[config.mk]
export PLATFORM = sky130hd
export DESIGN_NAME = dmem_access_ctrl
export DESIGN_NICKNAME = d
export VERILOG_FILES = /design/src/rtl/dmem_access_ctrl.sv
export SDC_FILE = /design/constraint.sdc
export NUM_CORES = 1
export LEC_CHECK = 0
export ABC_AREA = 1
export CORE_ASPECT_RATIO = 1.2
export CORE_MARGIN = 10
export CORE_UTILIZATION = 44
export DETAILED_ROUTE_END_ITERATION = 12
export GPL_TIMING_DRIVEN = 0
export PLACE_DENSITY = 0.72
export SETUP_SLACK_MARGIN = 0.1
export SKIP_CTS_REPAIR_TIMING = 1
export SYNTH_ARGS = -nofsm -noshare
export SYNTH_HDL_FRONTEND = slang
export SYNTH_SLANG_ARGS = --single-unit
[constraint.sdc]
create_clock -name clk -period 3.5 [get_ports clk]
set_clock_uncertainty 0.15 [all_clocks]
set_input_delay 0.7 -clock clk [delete_from_list [all_inputs] [get_ports clk]]
set_output_delay 0.7 -clock clk [all_outputs]
set_load 0.1 [all_outputs]
[src/rtl/dmem_access_ctrl.sv]
// Data-memory access sequencer: maps byte-addressed loads/stores onto a word-wide
// single-ported memory, splitting misaligned halfword/word accesses into two words.
module dmem_access_ctrl #(
  parameter int TIMEOUT  = 16,
  parameter bit SPLIT_EN = 1'b1
) (
  input  logic        clk,
  input  logic        rstn,
  input  logic        cpu_valid,
  output logic        cpu_ready,
  input  logic [2:0]  cpu_memread,
  input  logic [1:0]  cpu_memwrite,
  input  logic [31:0] cpu_addr,
  input  logic [31:0] cpu_wdata,
  output logic        cpu_done,
  output logic [31:0] cpu_rdata,
  output logic        cpu_err,
  output logic        mem_req,
  output logic        mem_we,
  output logic [31:0] mem_addr,
  output logic [3:0]  mem_wstrb,
  output logic [31:0] mem_wdata,
  input  logic [31:0] mem_rdata,
  input  logic        mem_ack
);

  // S_IDLE: ready | S_FIRST: low/only word | S_SECOND: high word | S_RESP: done pulse
  typedef enum logic [1:0] {S_IDLE, S_FIRST, S_SECOND, S_RESP} state_t;
  localparam int TW = $clog2(TIMEOUT + 1);

  state_t        state_q;
  logic [1:0]    size_q, k_q;
  logic          sext_q, load_q, split_q;
  logic [31:0]   lo_q;
  logic [3:0]    wstrb_hi_q;
  logic [31:0]   wdata_hi_q;
  logic [TW-1:0] tcnt_q;
  logic          cpu_done_q, cpu_err_q, mem_req_q, mem_we_q;
  logic [31:0]   cpu_rdata_q, mem_addr_q, mem_wdata_q;
  logic [3:0]    mem_wstrb_q;

  logic        in_load, in_store, in_split;
  logic [1:0]  in_size, in_k;
  logic [3:0]  in_mask;
  logic [7:0]  in_strb8;
  logic [63:0] in_wd64;
  logic        ack_last, tmo;
  logic [31:0] rdata_fin;

  function automatic logic [31:0] merge(input logic [31:0] hi, input logic [31:0] lo,
                                        input logic [1:0] k, input logic [1:0] size,
                                        input logic sext);
    logic [63:0] d64;
    logic [31:0] d;
    d64 = {hi, lo} >> {k, 3'b000};
    d   = d64[31:0];
    case (size)
      2'b01:   merge = {{24{sext & d[7]}}, d[7:0]};
      2'b10:   merge = {{16{sext & d[15]}}, d[15:0]};
      2'b11:   merge = d;
      default: merge = 32'h0;
    endcase
  endfunction

  always_comb begin
    in_load  = (cpu_memread[1:0] != 2'b00) && (cpu_memread != 3'b111);
    in_store = !in_load && (cpu_memwrite != 2'b00);
    in_size  = in_load ? cpu_memread[1:0] : cpu_memwrite;
    in_k     = cpu_addr[1:0];
    in_split = ((in_size == 2'b10) && (in_k == 2'b11)) ||
               ((in_size == 2'b11) && (in_k != 2'b00));
    case (in_size)
      2'b01:   in_mask = 4'b0001;
      2'b10:   in_mask = 4'b0011;
      2'b11:   in_mask = 4'b1111;
      default: in_mask = 4'b0000;
    endcase
    in_strb8 = {4'b0000, in_mask} << in_k;
    in_wd64  = {32'h0, cpu_wdata} << {in_k, 3'b000};
  end

  always_comb begin
    ack_last  = mem_ack && ((state_q == S_SECOND) || !split_q);
    tmo       = !mem_ack && (tcnt_q == TW'(TIMEOUT - 1));
    rdata_fin = (state_q == S_SECOND) ? merge(mem_rdata, lo_q, k_q, size_q, sext_q)
                                      : merge(32'h0, mem_rdata, k_q, size_q, sext_q);
  end

  always_ff @(posedge clk or negedge rstn) begin
    if (!rstn) begin
      state_q     <= S_IDLE;
      size_q      <= 2'b00;
      k_q         <= 2'b00;
      sext_q      <= 1'b0;
      load_q      <= 1'b0;
      split_q     <= 1'b0;
      lo_q        <= 32'h0;
      wstrb_hi_q  <= 4'h0;
      wdata_hi_q  <= 32'h0;
      tcnt_q      <= '0;
      cpu_done_q  <= 1'b0;
      cpu_err_q   <= 1'b0;
      cpu_rdata_q <= 32'h0;
      mem_req_q   <= 1'b0;
      mem_we_q    <= 1'b0;
      mem_addr_q  <= 32'h0;
      mem_wstrb_q <= 4'h0;
      mem_wdata_q <= 32'h0;
    end else begin
      case (state_q)
        S_IDLE: begin
          if (cpu_valid) begin
            size_q     <= in_size;
            k_q        <= in_k;
            sext_q     <= !cpu_memread[2];
            load_q     <= in_load;
            split_q    <= in_split;
            wstrb_hi_q <= in_store ? in_strb8[7:4] : 4'h0;
            wdata_hi_q <= in_store ? in_wd64[63:32] : 32'h0;
            if (in_size == 2'b00 || (in_split && !SPLIT_EN)) begin
              state_q     <= S_RESP;
              cpu_done_q  <= 1'b1;
              cpu_rdata_q <= 32'h0;
              cpu_err_q   <= (in_size != 2'b00);
            end else begin
              state_q     <= S_FIRST;
              tcnt_q      <= '0;
              mem_req_q   <= 1'b1;
              mem_we_q    <= in_store;
              mem_addr_q  <= {cpu_addr[31:2], 2'b00};
              mem_wstrb_q <= in_store ? in_strb8[3:0] : 4'h0;
              mem_wdata_q <= in_store ? in_wd64[31:0] : 32'h0;
            end
          end
        end
        S_FIRST, S_SECOND: begin
          if (ack_last || tmo) begin
            state_q     <= S_RESP;
            cpu_done_q  <= 1'b1;
            cpu_err_q   <= tmo;
            cpu_rdata_q <= (ack_last && load_q) ? rdata_fin : 32'h0;
            mem_req_q   <= 1'b0;
            mem_we_q    <= 1'b0;
            mem_addr_q  <= 32'h0;
            mem_wstrb_q <= 4'h0;
            mem_wdata_q <= 32'h0;
          end else if (mem_ack) begin
            // first half of a split access; request stays asserted into the second word
            state_q     <= S_SECOND;
            tcnt_q      <= '0;
            lo_q        <= mem_rdata;
            mem_addr_q  <= mem_addr_q + 32'd4;
            mem_wstrb_q <= wstrb_hi_q;
            mem_wdata_q <= wdata_hi_q;
          end else begin
            tcnt_q <= tcnt_q + 1'b1;
          end
        end
        S_RESP: begin
          state_q    <= S_IDLE;
          cpu_done_q <= 1'b0;
        end
        default: state_q <= S_IDLE;
      endcase
    end
  end

  assign cpu_ready = (state_q == S_IDLE);
  assign cpu_done  = cpu_done_q;
  assign cpu_rdata = cpu_rdata_q;
  assign cpu_err   = cpu_err_q;
  assign mem_req   = mem_req_q;
  assign mem_we    = mem_we_q;
  assign mem_addr  = mem_addr_q;
  assign mem_wstrb = mem_wstrb_q;
  assign mem_wdata = mem_wdata_q;

endmodule

# ---- After elaboration in Yosys (flattened, before gate mapping)
# Index checks and enable logic that the tools add are counted.
dict set report classes {
  addsub 2
  n_eq_ne 18
  shifts 4
  n_mux 54
  n_bitwise 5
  reduce_logical 30
}
# operator count
set op_table {}
lappend op_table {{$mux W32} 15}
lappend op_table {{$pmux W32 S2} 3}
lappend op_table {{$pmux W32 S3} 2}
lappend op_table {{$shl A32 B5 Y64} 1}
lappend op_table {{$shr A64 B5 Y32} 1}
lappend op_table {{$add A32 B3 Y32 const B} 1}
lappend op_table {{$shr A32 B5 Y32} 1}
lappend op_table {{$mux W4} 6}
lappend op_table {{$mux W5} 4}
lappend op_table {{$reduce_and A4 Y1} 4}
lappend op_table {{$eq A2 B2 Y1 const B} 7}
lappend op_table {{$pmux W4 S3} 1}
lappend op_table {{$mux W1} 11}
lappend op_table {{$mux W2} 5}
lappend op_table {{$pmux W5 S2} 1}
lappend op_table {{$reduce_bool A2 Y1} 5}
lappend op_table {{$ne A2 B2 Y1 const B} 4}
lappend op_table {{$pmux W4 S2} 1}
lappend op_table {{$shl A4 B2 Y8} 1}
lappend op_table {{$logic_and A1 B1 Y1} 7}
lappend op_table {{$eq A2 B1 Y1 const B} 3}
lappend op_table {{$ne A3 B3 Y1 const B} 2}
lappend op_table {{$pmux W1 S2} 3}
lappend op_table {{$pmux W2 S3} 1}
lappend op_table {{other kinds (12)} 23}
dict set report totals {
  reg_bits 186
  out_inout_bits 105
  elab_cells 131
}

# ---- Depth between registers and ports, before layout
dict set report logic_depth {
  word_depth 10
  depth_mapped 14
}

# ---- Worst setup path after synthesis
# Ideal clock, no wire load.
dict set report synth_path {
  path_kind {register to register}
  startpoint {register state_q[0]}
  endpoint {register cpu_err_q, in the netlist cpu_err}
  setup_time_ns 0.129
  t_arrival_ns 2.401
  path_slack_ns 0.820
  stages_incl_launch_ff 11
  n_path_buf 1
  synth_period_minus_slack_ns 2.680
  cell_sequence {dfrtp_1 > inv_1 > ha_1 > nand2_1 > o21ai_1 > inv_2 > nor2_4 > nand2_2 > buf_4 > nand2_1 > o21ai_0}
}
dict set report synth_via {
  word_cells_on_any_way 13
}
# item line
set synth_rtl {}
lappend synth_rtl {{from (decl)} 31} ;# state_t state_q;
lappend synth_rtl {{from (signal assigned)} 91} ;# state_q <= S_IDLE;
lappend synth_rtl {{from (signal assigned)} 121} ;# state_q <= S_RESP;
lappend synth_rtl {{from (signal assigned)} 126} ;# state_q <= S_FIRST;
lappend synth_rtl {{$logic_not A2 Y1 (*)} -}
lappend synth_rtl {{named net cpu_ready} 10} ;# output logic cpu_ready,
lappend synth_rtl {{$ne A2 B1 Y1 (no source line) (tied with other cells)} -}
lappend synth_rtl {{$reduce_and A4 Y1 (no source line)} -}
lappend synth_rtl {{to (signal assigned)} 124} ;# cpu_err_q <= (in_size != 2'b00);
lappend synth_rtl {{to (signal assigned)} 140} ;# cpu_err_q <= tmo;
lappend synth_rtl {{to (decl)} 38} ;# logic cpu_done_q, cpu_err_q, mem_req_q, mem_we_q;
# The timed path passes the listed nets; every way through them passes the cells marked *.
# A chain may end at the register's enable or synchronous reset.

# ---- Final worst setup path
dict set report layout_path {
  startpoint {register mem_addr_q[20], in the netlist mem_addr[20]}
  endpoint {output mem_addr[20]}
}
# item line
set layout_rtl {}
lappend layout_rtl {{from (decl)} 39} ;# logic [31:0] cpu_rdata_q, mem_addr_q, mem_wdata_q;
lappend layout_rtl {{from (signal assigned)} 130} ;# mem_addr_q <= {cpu_addr[31:2], 2'b00};
lappend layout_rtl {{from (signal assigned)} 152} ;# mem_addr_q <= mem_addr_q + 32'd4;
lappend layout_rtl {{to (decl)} 20} ;# output logic [31:0] mem_addr,
# No word-level cell between the ends.

==> flow_metrics.tcl <==
set metrics [dict create \
    status "finished with violations" \
    violations "hold timing" \
    number_of_warnings_issued_by_yosys 0 \
    preCtsSetupSlack_ns 0.400 \
    place_area_sq_mm 0.0137 \
    place.detailed.hpwl_mm 34.7 \
    cts_bufs_inserted 17 \
    flops_latches_synth 175 \
    fillerInstances 2503 \
    grt_start_max_net_pins 117 \
    areaGrowthSynthToFinish_pct 27.8 \
    postLayoutSetupSlackWorst_ns 0.464 \
    leakagePower_nw 7.01 \
    io_pins 210 \
    fp.dieArea_sq_mm 0.0322 \
    cp.arrival_ns 2.19 \
    antenna_left 0 \
    timing.final.crit_share 0.867 \
    grtUsageTotal 0.276 \
    worst_setup_path_end_kind "output pin" \
    cts.root.buffer_cell "sky130_fd_sc_hd__clkbuf_16" \
    avg_cell_area_syn_sq_um 6.66 \
    hold_ws_ns -0.00432 \
    clkSlewWorstSetupHoldPaths_ns 0.08 \
    ys.flop_type "sky130_fd_sc_hd__dfrtp_1" \
    number_of_max_cap_violations 0 \
    ys_types 45 \
    power.combinational.fraction 0.654 \
    dp_cells 2212 \
    critPathBufInv 1 \
    vias_per_cell 5.43 \
    grt_first_pass_wirelength_mm 69.2 \
    postSynth.asyncResetShare 1.00 \
    grt_antenna_before_repair 6 \
    power.net_switching_mw 9.25 \
    floorplan.die.height_um 195 \
    buffer_ports.inserted 206 \
    finalNetCount 2018 \
    peakVddDrop_mv 1.02 \
    setup_viol 0 \
    hp-class "input port to asynchronous set/reset pin" \
    seq_power_share 0.219 \
    rsz0062_at_grt "false" \
    critical-path-slowest-cell "sky130_fd_sc_hd__clkdlybuf4s50_1" \
    worst_path_dominant_cell_family "buffers and inverters" \
    stdcell_count 2247 \
    synth_enable_flop_cells 0 \
    clock_latency_ns 0.46 \
    grt_overflow_total 0 \
    final_layout_size_suffix_gt1_frac 0.0703 \
    p_per_area_mw_per_mm2 1100 \
    max_slew.worst_pin.slew_ns 1.06 \
    critical_path.max_stage_delay_ns 1.20 \
    slew_viol_final 0 \
    sw_frac_of_total 0.590 \
    h_tree_level_count 4 \
    cts-root-to-sink-buffers 2 \
    grt_pass1_vias 12200 \
    cts_tree "done" \
    drt-initial-drc-count 1049 \
    dr_total_vias 12200 \
    hold_violations 4 \
    core_region_area_sq_mm 0.0249 \
    floorplan.die.width_um 166 \
    drc 0 \
    worst_path_required_ns 2.65 \
    routed_wire_length_per_instance_um 19.9 \
    crit_type "flip-flop to output pin" \
    timing.critical_path.from_type "flip-flop" \
    power_frac_clock 0.127 \
    drt-pass1-iter-count 7 \
    detail_route.wirelength_mm 44.8 \
    chain_of_cells_forming_the_critical_path "clkdlybuf4s50_1" \
    fin_util 0.573 \
    p_int_mw 6.43 \
    synthCells 1679 \
    worst_slew_margin_rel 0.290 \
    time_the_worst_path_needs_with_i_o_delays_and_setup_ns 3.04 \
    synth_sequential_area_ratio 0.392 \
    max_freq_mhz 329 \
    post-route-cell-area_sq_mm 0.0143 \
    clock-sinks 175 \
    globalplace.congestion 0.959 \
    rows 63 \
    post_synth_design_cell_area_sq_mm 0.0112 \
    critical_path_peak_fanout 7 \
    initial_core_util 0.449 \
]
[cells in the mapped netlist (5+ instances only)]
master	count	area, sq um
sky130_fd_sc_hd__nand3_1	94	470
sky130_fd_sc_hd__nor2_1	137	514
sky130_fd_sc_hd__o22ai_1	7	43.8
sky130_fd_sc_hd__buf_2	42	210
sky130_fd_sc_hd__clkbuf_1	23	86.3
sky130_fd_sc_hd__a21oi_1	42	210
sky130_fd_sc_hd__buf_4	14	105
sky130_fd_sc_hd__mux2i_1	8	80.1
sky130_fd_sc_hd__nand2_2	7	43.8
sky130_fd_sc_hd__a32o_1	8	80.1
sky130_fd_sc_hd__inv_1	120	450
sky130_fd_sc_hd__nand2_1	688	2580
sky130_fd_sc_hd__a31oi_1	7	43.8
sky130_fd_sc_hd__nand3_2	8	80.1
sky130_fd_sc_hd__nand4_1	12	75.1
sky130_fd_sc_hd__o21ai_1	39	195
sky130_fd_sc_hd__o21ai_0	153	766
sky130_fd_sc_hd__inv_2	5	18.8
sky130_fd_sc_hd__buf_6	8	90.1
sky130_fd_sc_hd__o211ai_1	5	37.5
sky130_fd_sc_hd__buf_1	6	22.5
sky130_fd_sc_hd__ha_1	7	87.6
sky130_fd_sc_hd__dfrtp_1	175	4380
sky130_fd_sc_hd__a21boi_0	8	60.1
sky130_fd_sc_hd__nand3b_1	16	120
[state kept, by name, summed over array words and instances, names as in the netlist]
| name | flops |
|---|---|
| wstrb_hi_q | 3 |
| sext_q | 1 |
| state_q | 2 |
| tcnt_q | 5 |
| size_q | 2 |
| wdata_hi_q | 24 |
| load_q | 1 |
| mem_we | 1 |
| split_q | 1 |
| mem_addr | 30 |
| cpu_done | 1 |
| k_q | 2 |
| lo_q | 32 |
| mem_wdata | 32 |
| mem_wstrb | 4 |
| mem_req | 1 |
| cpu_rdata | 32 |
| cpu_err | 1 |
[per-stage QoR]
stage | total power, mW | hold WS (ns) | setup TNS (ns)
floorplan | 10.5 | 0.254 | 0
CTS | 15.7 | 0.0286 | 0
global route | 16.6 | 0.0467 | 0
finish | 15.7 | -0.00432 | 0
detailed placement | 13.6 | 0.314 | 0
global placement | 13.6 | 0.312 | -1057.39
[area by class of cell]
cell class                 instances  area (sq um)  area share
multi-input combinational       1281          5790       0.405
sequential                       175          4380       0.307
timing repair buffer             207          2100       0.147
buffer                            94           519      0.0363
inverter                         130           495      0.0347
clock buffer                      20           447      0.0313
tap                              325           407      0.0285
clock inverter                    12           143     0.00999
antenna                            3          7.51    0.000526
[cells by family (layout without fill, tap and decap cells)]
group | after synthesis | count (layout) | share of synthesized area
adders and majority gates | 7 | 7 | 0.00783
DFF | 175 | 175 | 0.392
muxes | 9 | 9 | 0.00850
buffers and inverters | 224 | 463 | 0.0908
other | 1 | 5 | 0.000335
xor gates and xnor gates | 2 | 2 | 0.00157
AOI/OAI and AO/OA | 284 | 284 | 0.139
and+or+nand+nor | 977 | 977 | 0.360
[layer usage]
metal,vias to the layer above,GRT usage,part of all wire
li1,5828,-,-
met3,126,0.0689,0.080
met4,6,0.123,0.044
met1,5685,0.324,0.39
met2,554,0.461,0.49
met5,-,0,0.00092
[path summary, 6_finish.rpt]
path,endpoint,slack (ns),from,cells after the start
setup / recovery,mem_addr[20],0.46,mem_addr[20]$_DFFE_PN0P_,1
hold / removal,lo_q[4]$_DFFE_PN0P_,-0.004,rstn,1
setup reg to reg,mem_wdata[1]$_DFFE_PN0P_,0.86,tcnt_q[1]$_DFFE_PN0P_,10
max in group asynchronous,mem_addr[14]$_DFFE_PN0P_,2.17,rstn,2
min in group clk,mem_wdata[25]$_DFFE_PN0P_,0.33,mem_wdata[25]$_DFFE_PN0P_,2
hold reg to reg,mem_wdata[25]$_DFFE_PN0P_,0.33,mem_wdata[25]$_DFFE_PN0P_,2
[layout by cell type, fill, tap and decap left out, types with 6 or more instances in the layout]
master and instances:
sky130_fd_sc_hd__nand2_1 688, sky130_fd_sc_hd__clkdlybuf4s50_1 204, sky130_fd_sc_hd__dfrtp_1 175, sky130_fd_sc_hd__o21ai_0 153, sky130_fd_sc_hd__nor2_1 137, sky130_fd_sc_hd__inv_1 120
sky130_fd_sc_hd__nand3_1 94, sky130_fd_sc_hd__buf_2 42, sky130_fd_sc_hd__a21oi_1 42, sky130_fd_sc_hd__o21ai_1 39, sky130_fd_sc_hd__clkbuf_1 25, sky130_fd_sc_hd__clkbuf_16 17
sky130_fd_sc_hd__nand3b_1 16, sky130_fd_sc_hd__buf_4 14, sky130_fd_sc_hd__nand4_1 12, sky130_fd_sc_hd__nand3_2 8, sky130_fd_sc_hd__mux2i_1 8, sky130_fd_sc_hd__buf_6 8
sky130_fd_sc_hd__a21boi_0 8, sky130_fd_sc_hd__a32o_1 8, sky130_fd_sc_hd__nand2_2 7, sky130_fd_sc_hd__o22ai_1 7, sky130_fd_sc_hd__a31oi_1 7, sky130_fd_sc_hd__ha_1 7
sky130_fd_sc_hd__buf_1 6
[power by group through the flow]
stage / clock (mW) / sequential, mW / combinational (mW)
floorplan: 0 / 6.19 / 4.32
global placement: 0 / 3.43 / 10.1
detailed placement: 0 / 3.44 / 10.2
CTS: 2.00 / 3.42 / 10.2
global route: 2.07 / 3.52 / 11.0
finish: 2.00 / 3.43 / 10.3
Power figures use the tool's default switching activity.
